--- src/rtl/mpsoc_msi_wb_ram.sv ---
// Wishbone B3 slave backed by an on-chip word RAM.
// Supports classic cycles and registered-feedback incrementing bursts (linear, wrap-4/8/16).
module mpsoc_msi_wb_ram #(
  parameter int unsigned DW             = 32,
  parameter int unsigned AW             = 32,
  parameter int unsigned MEM_SIZE_BYTES = 256
) (
  input  logic          wb_clk_i,
  input  logic          wb_rst_i,
  input  logic [AW-1:0] wb_adr_i,
  input  logic [DW-1:0] wb_dat_i,
  input  logic [3:0]    wb_sel_i,
  input  logic          wb_we_i,
  input  logic          wb_cyc_i,
  input  logic          wb_stb_i,
  input  logic [2:0]    wb_cti_i,
  input  logic [1:0]    wb_bte_i,
  output logic [DW-1:0] wb_dat_o,
  output logic          wb_ack_o,
  output logic          wb_err_o
);

  localparam int unsigned BYTE_AW = $clog2(MEM_SIZE_BYTES);
  localparam int unsigned IDX_W   = BYTE_AW - 2;
  localparam int unsigned DEPTH   = MEM_SIZE_BYTES / 4;
  localparam int unsigned LANES   = DW / 8;

  localparam logic [AW-1:0] MEM_LIMIT = AW'(MEM_SIZE_BYTES);
  localparam logic [2:0]    CTI_INCR  = 3'b010;

  localparam logic [1:0] S_IDLE  = 2'd0;
  localparam logic [1:0] S_ACK   = 2'd1;
  localparam logic [1:0] S_BURST = 2'd2;

  logic [DW-1:0]    mem [DEPTH];

  logic [1:0]       state;
  logic [1:0]       state_n;
  logic [1:0]       bte_q;
  logic [1:0]       bte_n;
  logic             ack_n;
  logic             err_n;
  logic             rd_en;
  logic [IDX_W-1:0] rd_idx;

  logic             req;
  logic             oor;
  logic             wr_en;
  logic [AW-1:0]    na;
  logic             na_oor;
  logic [IDX_W-1:0] wr_idx;

  // Burst address advance: only the wrap-window bits increment, upper bits are preserved.
  function automatic logic [AW-1:0] next_adr(input logic [AW-1:0] a, input logic [1:0] bte);
    logic [AW-1:0] mask;
    logic [AW-1:0] inc;
    inc = a + AW'(4);
    case (bte)
      2'b01:   mask = AW'(32'h0000_000C);
      2'b10:   mask = AW'(32'h0000_001C);
      2'b11:   mask = AW'(32'h0000_003C);
      default: mask = '1;
    endcase
    return (a & ~mask) | (inc & mask);
  endfunction

  assign req    = wb_cyc_i & wb_stb_i;
  assign oor    = (wb_adr_i >= MEM_LIMIT);
  assign na     = next_adr(wb_adr_i, wb_bte_i);
  assign na_oor = (na >= MEM_LIMIT);
  assign wr_en  = req & wb_we_i & wb_ack_o;
  assign wr_idx = wb_adr_i[BYTE_AW-1:2];

  // Next-state and next-output decode.
  always_comb begin
    state_n = state;
    bte_n   = bte_q;
    ack_n   = 1'b0;
    err_n   = 1'b0;
    rd_en   = 1'b0;
    rd_idx  = wb_adr_i[BYTE_AW-1:2];
    case (state)
      S_IDLE: begin
        if (req) begin
          if (oor) begin
            err_n   = 1'b1;
            state_n = S_ACK;
          end else begin
            ack_n   = 1'b1;
            rd_en   = 1'b1;
            bte_n   = wb_bte_i;
            state_n = (wb_cti_i == CTI_INCR) ? S_BURST : S_ACK;
          end
        end
      end
      S_ACK: begin
        state_n = S_IDLE;
      end
      S_BURST: begin
        // Any break of the incrementing pattern (including end-of-burst) drops ack next cycle.
        state_n = S_IDLE;
        if (req && (wb_cti_i == CTI_INCR) && (wb_bte_i == bte_q)) begin
          if (na_oor) begin
            err_n   = 1'b1;
            state_n = S_ACK;
          end else begin
            ack_n   = 1'b1;
            rd_en   = 1'b1;
            rd_idx  = na[BYTE_AW-1:2];
            state_n = S_BURST;
          end
        end
      end
      default: begin
        state_n = S_IDLE;
      end
    endcase
  end

  // State and termination registers.
  always_ff @(posedge wb_clk_i) begin
    if (wb_rst_i) begin
      state    <= S_IDLE;
      bte_q    <= 2'b00;
      wb_ack_o <= 1'b0;
      wb_err_o <= 1'b0;
    end else begin
      state    <= state_n;
      bte_q    <= bte_n;
      wb_ack_o <= ack_n;
      wb_err_o <= err_n;
    end
  end

  // Registered RAM read; a same-edge write is not visible, so old data is returned.
  always_ff @(posedge wb_clk_i) begin
    if (wb_rst_i) begin
      wb_dat_o <= '0;
    end else if (rd_en) begin
      wb_dat_o <= mem[rd_idx];
    end
  end

  // Byte-lane write on the acknowledged beat; contents survive reset.
  always_ff @(posedge wb_clk_i) begin
    if (!wb_rst_i && wr_en) begin
      for (int b = 0; b < int'(LANES); b++) begin
        if (wb_sel_i[b]) begin
          mem[wr_idx][8*b +: 8] <= wb_dat_i[8*b +: 8];
        end
      end
    end
  end

endmodule

--- config.mk ---
export PLATFORM = sky130hd
export DESIGN_NAME = mpsoc_msi_wb_ram
export DESIGN_NICKNAME = d
export VERILOG_FILES = /design/src/rtl/mpsoc_msi_wb_ram.sv
export SDC_FILE = /design/constraint.sdc
export NUM_CORES = 2
export LEC_CHECK = 0
export CORE_UTILIZATION = 45
export CTS_CLUSTER_SIZE = 24
export DETAILED_ROUTE_END_ITERATION = 6
export PLACE_DENSITY = 0.72
export SYNTH_ARGS = -nofsm -noshare
export SYNTH_HDL_FRONTEND = slang
export SYNTH_SLANG_ARGS = --single-unit
--- constraint.sdc ---
create_clock -name wb_clk_i -period 5.6 [get_ports wb_clk_i]
set_clock_uncertainty 0.05 [all_clocks]
set_input_delay 1.12 -clock wb_clk_i [delete_from_list [all_inputs] [get_ports wb_clk_i]]
set_output_delay 1.12 -clock wb_clk_i [all_outputs]
set_load 0.02 [all_outputs]
==> run_summary.xml <==
<?xml version="1.0" encoding="UTF-8"?>
<metrics>
  <group name="run_status">
    <metric name="violations" unit="">design-rule violations</metric>
    <metric name="outcome" unit="">finished, violations left</metric>
  </group>
  <group name="logic_synthesis">
    <metric name="yosys-top-cells-area" unit="">edfxtp_1 (67%), mux2i_1 (7.6%), mux4_2 (3.6%), o221ai_1 (2.5%), o22ai_1 (2.4%)</metric>
    <metric name="synth.lib_cells_used.distinct" unit="">78</metric>
    <metric name="ys_seq_elements" unit="">2086</metric>
    <metric name="async_flop_share" unit="%">0</metric>
    <metric name="synth_edf_count" unit="">2048</metric>
    <metric name="synth_cells" unit="">6286</metric>
    <metric name="ys.warnings.count" unit="">0</metric>
    <metric name="dominantRegCellSynth" unit="">edfxtp_1</metric>
    <metric name="synthesis.area_per_instance" unit="µm²">14.7</metric>
    <metric name="yosysTopAreaCell" unit="">edfxtp_1</metric>
    <metric name="synth.top_cell.area_share" unit="%">66.7</metric>
    <metric name="synthMostInstantiatedCell" unit="">edfxtp_1</metric>
    <metric name="synth_top_cells_by_count" unit="">edfxtp_1 (2048), mux2i_1 (703), nand2_1 (431), nor2_1 (405), o22ai_1 (351)</metric>
    <metric name="yosysSeqAreaShare" unit="%">67.6</metric>
    <metric name="post_synth_instance_area" unit="mm²">0.0922</metric>
    <metric name="synthesis.nets" unit="">6368</metric>
  </group>
  <group name="grt">
    <metric name="grt_usage" unit="%">28.1</metric>
    <metric name="vias_in_the_first_global_route" unit="">61030</metric>
    <metric name="grt_first_pass_wirelength" unit="µm">420000</metric>
    <metric name="grt_remaining_overflow" unit="">0</metric>
    <metric name="largest_net_degree_at_the_start_of_global_routing" unit="">159</metric>
    <metric name="antenna_violations_before_repair" unit="">27</metric>
  </group>
  <group name="place">
    <metric name="place.detailed.hpwl" unit="µm">194000</metric>
    <metric name="placed_cell_area" unit="mm²">0.102</metric>
    <metric name="gp_congestion" unit="">0.955</metric>
    <metric name="port_buffers" unit="">109</metric>
    <metric name="pre_cts_ws" unit="ns">-0.840</metric>
    <metric name="dp_cells" unit="">9364</metric>
  </group>
  <group name="pwr">
    <metric name="power.combinational.fraction" unit="%">7.3</metric>
    <metric name="power_density" unit="mW/mm²">307</metric>
    <metric name="static-leakage-power" unit="nW">36.5</metric>
    <metric name="design_power_total" unit="W">0.0333</metric>
    <metric name="power.clock.fraction" unit="%">41.2</metric>
    <metric name="p_sw" unit="W">0.00752</metric>
    <metric name="power_report.internal_total" unit="W">0.0257</metric>
    <metric name="netSwitchingFraction" unit="%">22.6</metric>
    <metric name="peakVddDrop" unit="mV">0.275</metric>
    <metric name="power.sequential.fraction" unit="%">51.5</metric>
  </group>
  <group name="sta">
    <metric name="rsz0062_at_grt" unit="">no</metric>
    <metric name="fmaxAchievable" unit="MHz">186</metric>
    <metric name="period_minus_slack" unit="ns">5.38</metric>
    <metric name="count_of_final_max_slew_check_failures" unit="">0</metric>
    <metric name="slew-limit-headroom" unit="%">10.6</metric>
    <metric name="finalHoldViolCount" unit="">0</metric>
    <metric name="timing.hold.ws" unit="ns">0.464</metric>
    <metric name="setup_viol_count_final" unit="">0</metric>
    <metric name="worst_slack" unit="ns">0.216</metric>
    <metric name="min_period_over_period" unit="%">96.1</metric>
    <metric name="worst_pin_slew" unit="ns">1.34</metric>
  </group>
  <group name="worst_setup_path">
    <metric name="category_of_the_most_critical_setup_path" unit="">primary input to flip-flop</metric>
    <metric name="critical_path.startpoint_type" unit="">primary input</metric>
    <metric name="critical_path.reg2reg.endpoint" unit="">wb_dat_o[16]$_SDFFE_PP0P_</metric>
    <metric name="crit_arrival" unit="ns">6.14</metric>
    <metric name="r2r_slack" unit="ns">1.19</metric>
    <metric name="depth_of_the_most_critical_reg_to_reg_path" unit="">17</metric>
    <metric name="cp-end-kind" unit="">flip-flop</metric>
    <metric name="worstPathMaxFanout" unit="">22</metric>
    <metric name="r2r-start" unit="">bte_q[0]$_SDFFE_PP0P_</metric>
    <metric name="required" unit="ns">6.36</metric>
  </group>
  <group name="drt">
    <metric name="drtIter0Drc" unit="">9272</metric>
    <metric name="routedWlPerCell" unit="µm">30.4</metric>
    <metric name="firstDrtPassIters" unit="">7</metric>
    <metric name="route.detailed.vias_per_inst" unit="">6.50</metric>
    <metric name="routed-via-count" unit="">63402</metric>
    <metric name="antenna_violating_nets_post_route" unit="">0</metric>
    <metric name="drc_violations" unit="">53</metric>
    <metric name="postRouteWirelength" unit="µm">296000</metric>
  </group>
  <group name="clocking">
    <metric name="cts_tree" unit="">built</metric>
    <metric name="clock_tree.root_cell" unit="">clkbuf_16</metric>
    <metric name="worstSkewPairLatency" unit="ns">0.88</metric>
    <metric name="cts_made_buffers" unit="">201</metric>
    <metric name="clk_transition_reported_paths" unit="ns">0.07</metric>
    <metric name="htreeDepth" unit="">4</metric>
    <metric name="clk_path_buf_depth" unit="">3</metric>
    <metric name="clock_sink_count" unit="">2086</metric>
  </group>
  <group name="hold_path">
    <metric name="min-delay-path-class" unit="">flip-flop to flip-flop</metric>
    <metric name="hold_start" unit="">bte_q[0]$_SDFFE_PP0P_</metric>
    <metric name="hold-path-cell-count" unit="">2</metric>
    <metric name="whs_endpoint" unit="">bte_q[0]$_SDFFE_PP0P_</metric>
  </group>
  <group name="finish">
    <metric name="summed_area_of_non_filler_cells_in_the_final_layout" unit="mm²">0.108</metric>
    <metric name="syn2layout_area_growth" unit="%">17.7</metric>
    <metric name="final_nets" unit="">6979</metric>
    <metric name="layoutNonFillerInstCount" unit="">9757</metric>
    <metric name="drive_above_1_share" unit="%">20.9</metric>
  </group>
  <group name="floorplanning">
    <metric name="num_rows" unit="">165</metric>
    <metric name="chipWidth" unit="µm">455</metric>
    <metric name="io_pins" unit="">112</metric>
    <metric name="fp.dieArea" unit="mm²">0.207</metric>
    <metric name="die-height" unit="µm">455</metric>
    <metric name="core_region_area" unit="mm²">0.203</metric>
    <metric name="initial_utilization" unit="%">45.5</metric>
  </group>
  <group name="run">
    <metric name="max_cap_viol_count" unit="">0</metric>
  </group>
</metrics>
how the worst max path moves through the flow:
| stage | slack (ns) | from | depth (start not counted) | endpoint |
|---|---|---|---|---|
| floorplan | 0.65 | wb_adr_i[2] | 17 | wb_dat_o[31]$_SDFFE_PP0P_ |
| global placement | -0.73 | wb_bte_i[1] | 19 | wb_dat_o[16]$_SDFFE_PP0P_ |
| detailed placement | -0.84 | wb_bte_i[1] | 19 | wb_dat_o[16]$_SDFFE_PP0P_ |
| CTS | 0.03 | wb_bte_i[1] | 20 | wb_dat_o[16]$_SDFFE_PP0P_ |
| global route | 0.02 | wb_bte_i[1] | 20 | wb_dat_o[16]$_SDFFE_PP0P_ |
| finish | 0.22 | wb_bte_i[1] | 19 | wb_dat_o[16]$_SDFFE_PP0P_ |
critical path: stages:
cell             delay, ns
clkdlybuf4s50_1       0.47
inv_1                 0.11
ha_1                  0.21
nand4_1               0.26
or4_1                 0.64
a21o_1                0.20
a21boi_0              0.20
nand4_1               0.13
buf_4                 0.19
o31a_1                0.32
nor2_4                0.23
buf_4                 0.39
buf_4                 0.29
mux2i_1               0.38
buf_4                 0.21
o221ai_1              0.15
a211oi_1              0.33
o211ai_1              0.15
a21oi_1               0.13
power by group through the flow:
stage,Sequential (W),Clock (W),Combinational (W)
5_1_grt,0.0171,0.0143,0.00250
6_report,0.0171,0.0137,0.00242
4_1_cts,0.0171,0.0138,0.00236
3_3_place_gp,0.0175,0,0.00229
2_1_floorplan,0.0175,0,0.00119
3_5_place_dp,0.0175,0,0.00234
layer usage:
| layer | up-vias | share of wire, % | global-route usage, % |
|---|---|---|---|
| met2 | 4183 | 44 | 42.0 |
| met5 | - | 0.072 | 0 |
| met3 | 845 | 13 | 7.95 |
| li1 | 26672 | - | - |
| met4 | 32 | 7.2 | 18.0 |
| met1 | 31670 | 36 | 36.1 |
final cells by class:
class                      count  area, µm²
fill                       16027      94300
sequential                  2086      62300
multi-input combinational   3679      27900
timing repair buffer         910       8210
clock buffer                 248       5320
tap                         2672       3340
clock inverter               127       1320
inverter                      19       78.8
antenna                       16       40.0
cells in the final DEF, fill, tap and decap left out, drive strengths merged, types with 28 or more instances in the layout:
master and n:
a2111oi 28, a211oi 102, a21oi 138, a221oi 38, a22oi 45, a311oi 28
a31oi 88, and3 61, buf 836, clkbuf 248, clkdlybuf4s50 74, clkinv 90
dfxtp 38, edfxtp 2048, mux2 159, mux2i 703, mux4 146, nand2 432
nand3 102, nor2 407, nor3 79, o211ai 30, o21ai 225, o221ai 258
o22ai 351
through the flow:
| stage | setup TNS (ns) | util (%) |
|---|---|---|
| 2_1_floorplan | 0 | - |
| 3_3_place_gp | -14.78 | 50.2 |
| 3_5_place_dp | -15.45 | 50.2 |
| 4_1_cts | 0 | 53.5 |
| 5_1_grt | 0 | 53.5 |
| 6_report | 0 | 53.5 |
registers in the layout, summed over array words and instances (netlist names):
name      cells
mem        2048
wb_dat_o     32
bte_q         2
state         2
wb_ack_o      1
wb_err_o      1
what timing repair did:
action                     4_1_cts  5_1_grt
buffers inserted                 0        2
gates resized for setup          0        2
setup endpoints to repair        0        7
hold buffers                     0        0
kinds of logic (layout without fill, tap and decap cells):
family	after synthesis	after routing	share of synthesized area, %
AOI/OAI and AO/OA	1457	1457	11.0
xor gates and xnor gates	6	6	0.0570
adders and majority gates	4	4	0.0543
buffers and inverters	521	1304	2.44
DFF	2086	2086	67.6
muxes	1008	1008	13.1
other	0	16	0
and+or+nand+nor	1204	1204	5.75
(Power assumes the default switching activity.)
